==> config.mk <==
export PLATFORM = sky130hd
export DESIGN_NAME = mac_vec
export DESIGN_NICKNAME = d
export VERILOG_FILES = /design/src/rtl/mac_vec.sv
export SDC_FILE = /design/constraint.sdc
export NUM_CORES = 1
export LEC_CHECK = 0
export CORE_MARGIN = 2
export CORE_UTILIZATION = 50
export CTS_BUF_LIST = sky130_fd_sc_hd__clkbuf_2 sky130_fd_sc_hd__clkbuf_4 sky130_fd_sc_hd__clkbuf_8
export CTS_CLUSTER_DIAMETER = 30
export DETAILED_ROUTE_END_ITERATION = 16
export PLACE_DENSITY = 0.71
export SLEW_MARGIN = 20
export SYNTH_ARGS = -nofsm -noshare
export SYNTH_HDL_FRONTEND = slang
export SYNTH_SLANG_ARGS = --single-unit
==> constraint.sdc <==
create_clock -name clk -period 3.3 [get_ports clk]
set_input_delay 0.99 -clock clk [delete_from_list [all_inputs] [get_ports clk]]
set_output_delay 0.99 -clock clk [all_outputs]
set_load 0.1 [all_outputs]
==> src/rtl/mac_vec.sv <==
// mac_vec: pipelined multiply-accumulate over LEN-element vectors.
// Stage 1 registers the product of each accepted sample; stage 2 folds it
// into a saturating accumulator and publishes the result on the last element.
module mac_vec #(
  parameter int DW     = 8,
  parameter int AW     = 20,
  parameter int LEN    = 4,
  parameter int SIGNED = 0
) (
  input  logic          clk,
  input  logic          rst,
  input  logic          clr,
  input  logic          in_valid,
  input  logic [DW-1:0] din0,
  input  logic [DW-1:0] din1,
  output logic [AW-1:0] dout,
  output logic          out_valid,
  output logic          ovf
);

  localparam int            CW       = (LEN > 1) ? $clog2(LEN) : 1;
  localparam logic [CW-1:0] CNT_LAST = CW'(LEN - 1);

  logic [CW-1:0]   count_q, count_d;
  logic [2*DW-1:0] a_ext, b_ext, prod_d, p_q;
  logic            p_valid_q, p_first_q, p_last_q;
  logic [AW:0]     p_ext, acc_ext, sum;
  logic [AW-1:0]   acc_q, acc_d, dout_q;
  logic            clamp_d, run_ovf_q, ovf_q, out_valid_q;

  // Stage 1 next-state: operands widened to 2*DW so the low half of the
  // product is correct for both signed and unsigned interpretation.
  always_comb begin
    a_ext   = (SIGNED != 0) ? {{DW{din0[DW-1]}}, din0} : {{DW{1'b0}}, din0};
    b_ext   = (SIGNED != 0) ? {{DW{din1[DW-1]}}, din1} : {{DW{1'b0}}, din1};
    prod_d  = a_ext * b_ext;
    count_d = (count_q == CNT_LAST) ? '0 : count_q + 1'b1;
  end

  // Stage 2 next-state: one guard bit above AW detects overflow of the sum.
  always_comb begin
    p_ext   = (SIGNED != 0) ? {{(AW+1-2*DW){p_q[2*DW-1]}}, p_q}
                            : {{(AW+1-2*DW){1'b0}}, p_q};
    acc_ext = (SIGNED != 0) ? {acc_q[AW-1], acc_q} : {1'b0, acc_q};
    sum     = acc_ext + p_ext;
    clamp_d = 1'b0;
    acc_d   = sum[AW-1:0];
    if (p_first_q) begin
      acc_d = p_ext[AW-1:0];
    end else if (SIGNED != 0) begin
      if (sum[AW] != sum[AW-1]) begin
        clamp_d = 1'b1;
        acc_d   = sum[AW] ? {1'b1, {(AW-1){1'b0}}} : {1'b0, {(AW-1){1'b1}}};
      end
    end else if (sum[AW]) begin
      clamp_d = 1'b1;
      acc_d   = '1;
    end
  end

  // Pipeline registers; clr flushes the vector in progress but keeps dout/ovf.
  always_ff @(posedge clk or negedge rst) begin
    if (!rst) begin
      count_q     <= '0;
      p_q         <= '0;
      p_valid_q   <= 1'b0;
      p_first_q   <= 1'b0;
      p_last_q    <= 1'b0;
      acc_q       <= '0;
      run_ovf_q   <= 1'b0;
      dout_q      <= '0;
      ovf_q       <= 1'b0;
      out_valid_q <= 1'b0;
    end else begin
      out_valid_q <= 1'b0;
      if (clr) begin
        count_q   <= '0;
        p_valid_q <= 1'b0;
        acc_q     <= '0;
        run_ovf_q <= 1'b0;
      end else begin
        if (in_valid) begin
          p_q       <= prod_d;
          p_valid_q <= 1'b1;
          p_first_q <= (count_q == '0);
          p_last_q  <= (count_q == CNT_LAST);
          count_q   <= count_d;
        end else begin
          p_valid_q <= 1'b0;
        end
        if (p_valid_q) begin
          acc_q <= acc_d;
          if (p_last_q) begin
            dout_q      <= acc_d;
            ovf_q       <= run_ovf_q | clamp_d;
            out_valid_q <= 1'b1;
            run_ovf_q   <= 1'b0;
          end else begin
            run_ovf_q <= run_ovf_q | clamp_d;
          end
        end
      end
    end
  end

  assign dout      = dout_q;
  assign out_valid = out_valid_q;
  assign ovf       = ovf_q;

endmodule

==> impl_results.md <==
- H-tree level count: 3
- Syn Area/Cell: approximately 9.3 µm²
- Die width: between 100 and 150 µm
- Vias per cell: 5.53
- Clock Sink Count: 64
- Pre-Repair DR Iteration Count: 4
- Dpl hpwl: between 10000 and 15000 µm
- Sw frac: 42.9%
- First-pass GRT wire length: between 20000 and 25000 µm
- Top Ports: 42
- CP Max Fanout: 5
- Flop pwr share: 23.5%
- Synthesis Warnings: 0
- Async SR Flop Fraction: between 90% and 100%
- Max-cap viol count: 0
- Gr ovfl total: 0
- Clk Tree Root Cell: clkbuf_8
- Global Route Usage Sum: between 20% and 30%
- Fin cells: between 800 and 900
- Pint: between 2 and 3 mW
- Clock power frac: around 17%
- Reg-to-reg endpoint: acc_q[18]$_DFFE_PN0P_
- RSZ-0062 raised after global routing: yes
- Slew @ Worst Pin: ~0.83 ns
- IO buf count: just over 40
- Run status: complete, but fails checks
- Crit path DAT: ~4.7 ns
- TritonCTS Buffers: 9
- Register-to-register setup slack: about 0.46 ns
- Dpl cells: 834
- Vias in the first global route: approximately 5000
- Core box area: 11300 µm²
- Final Net Count: just over 800
- Yosys reg bits: 64
- Setup TNS: -9.22 ns
- Clk slew on worst S/H paths: ~0.07 ns
- Hold buffers post-CTS: 0
- Diodes inserted: 0
- Post-synthesis sequential area ratio: approximately 28%
- Final hold vios: 0
- Top-count cell post-synth: nand2_1
- Min-delay worst type: flop to flop
- Die area: between 10000 and 15000 µm²
- Syn Std Cell Area: between 5000 and 6000 µm²
- LEAKAGE: around 3.5 nW
- CTS Buffer Depth: 2
- Headroom to the max-slew limit: 44.3%
- Slew Limit Fails: 0
- Crit Path Category: input port to flop
- Worst Hold Depth: 2
- Post-synth top cells: nand2_1 (74), dfrtp_1 (64), inv_1 (61)
- Final Setup Violations: 11
- Area grow syn2layout: 25.7%
- Max IR drop VDD: roughly 0.00036 V
- CP Capture Type: flop
- Reg2Reg Launch Point: p_q[0]$_DFFE_PN0P_
- Hold EP: ovf$_DFFE_PN0P_
- Reg2Reg Depth: 10
- Worst Path Required: ~3.5 ns
- Peak Freq: ~0.22 GHz
- Share of layout cells above drive strength 1: about 29%
- Die Y: between 100 and 150 µm
- Predominant post-synthesis flop cell: dfrtp_1
- P_sw: a little under 2 mW
- Via count: approximately 4700
- Post-synth cell types: 69
- Initial Util: between 50% and 60%
- Final Critical Period: roughly 4.5 ns
- Clk_skew: 0.00953 ns
- Combinational power share: between 50 and 60%
- Residual DRC: 0
- Iteration-0 DRC Markers: around 220
- CP Launch Type: input port
- Synth top area share: 28.0%
- Pwr/cell area: between 600 and 700 nW/µm²
- Routed length per instance: between 15 and 20 µm
- Tcrit/Tclk final: 136%
- Ranking of synthesized cells by area: dfrtp_1 (28%), fa_1 (13%), ha_1 (12%), and2_1 (6.2%), nand2_1 (4.9%)
- Clk_lat worst skew: about 0.36 ns
- Core Rows: 39
- Number of synthesized flops with an enable pin: 0
- Largest net degree at the start of global routing: 65
- CTS tree: built
- Global placer's final weighted congestion: 0.882
- Hold path startpoint: ovf$_DFFE_PN0P_
- Post-route ant nets: 0
- Failing checks: setup timing
- Synth area leader: dfrtp_1
- Routed wire length: ~14000 µm
- Final setup margin: -1.20 ns
- Initial antenna violation count: 0
- Mapped Nets: approximately 730
- Synthesized instance count: 617
stage by stage:
stage               worst slack, ns  power, mW  hold WS, ns  cell area (µm²)  util (%)
floorplan                     -1.20       2.80        0.446             5830         -
global placement              -1.92       3.40        0.454             6670      59.2
detailed placement            -2.08       3.48        0.464             6670      59.2
CTS                           -1.12       4.43        0.481             7070      62.7
global route                  -1.31       4.81        0.504             7180      63.7
finish                        -1.20       4.48        0.471             7180      63.7
placed cells by master, fill, tap and decap left out, types with 5 or more instances in the layout:
master,instances
nand2_1,66
and2_4,16
nand2_2,6
nor2_1,23
nand2b_1,11
o21a_1,6
clkbuf_8,11
o21ai_0,19
dfrtp_1,64
ha_1,46
inv_2,8
xor2_1,5
o21ai_1,12
ha_4,7
nand3_1,9
a21oi_1,22
buf_4,70
mux2_2,6
xnor2_1,12
a211oi_2,5
fa_1,33
inv_1,53
buf_6,19
o31ai_1,8
and2_1,41
a21oi_2,6
nor3_1,7
a21o_1,9
layout make-up:
cell class                 count  area [µm²]
timing repair buffer         101         868
tap                          143         179
multi-input combinational    472        4080
clock inverter                 3        65.1
fill                         946        4100
sequential                    64        1600
clock buffer                  12         159
inverter                      61         229
how the worst max path moves through the flow:
stage,from,end,slack [ns]
final,din1[2],p_q[12]$_DFFE_PN0P_,-1.20
after global routing,din1[4],p_q[15]$_DFFE_PN0P_,-1.31
after CTS,din1[5],p_q[15]$_DFFE_PN0P_,-1.12
after detailed placement,din0[2],p_q[13]$_DFFE_PN0P_,-2.08
after global placement,din0[2],p_q[13]$_DFFE_PN0P_,-1.92
after floorplan,din1[5],p_q[14]$_DFFE_PN0P_,-1.20
flip-flops by register name, summed over array words and instances (netlist names):
register,flops
p_first_q,1
out_valid,1
run_ovf_q,1
p_q,16
acc_q,20
ovf,1
count_q,2
p_valid_q,1
p_last_q,1
dout,20
per-layer routing:
layer | wire length [µm] | track usage, % | part of all wire [%]
met3 | 413 | 3.94 | 3.0
met4 | 385 | 9.08 | 2.8
met1 | 5910 | 27.9 | 43
met5 | 0 | 0 | 0
met2 | 6990 | 40.8 | 51
power groups by stage:
stage	Clock, mW	Combinational, mW	Sequential (mW)
detailed placement	0	2.41	1.06
CTS	0.791	2.59	1.05
global route	0.824	2.92	1.07
floorplan	0	1.54	1.25
finish	0.777	2.65	1.05
global placement	0	2.35	1.06
what timing repair did:
action,4_1_cts,5_1_grt
setup endpoints to repair,13,12
setup buffers,6,4
resized for setup,124,25
pin swaps,47,32
gates cloned,0,0
cell families after synthesis:
family	Yosys count	synth area share (%)
buf+inv	81	5.63
xor+xnor	17	2.61
mux	9	1.71
simple gates	205	18.3
flops	64	28.0
compound gates	150	18.9
fa+ha+maj	91	24.8
worst max-delay path, cell delays in order:
cell and delay, ns:
buf_12 0.11, and2_4 0.15, fa_2 0.38, fa_1 0.50, inv_2 0.04, fa_1 0.47
fa_1 0.51, inv_2 0.05, ha_4 0.23, nand2_2 0.07, o21ai_2 0.06, or4_4 0.53
a31oi_4 0.23, o21ai_2 0.10, xnor2_1 0.20, o21ai_1 0.09
No activity file was read; power rests on OpenSTA's default activity.
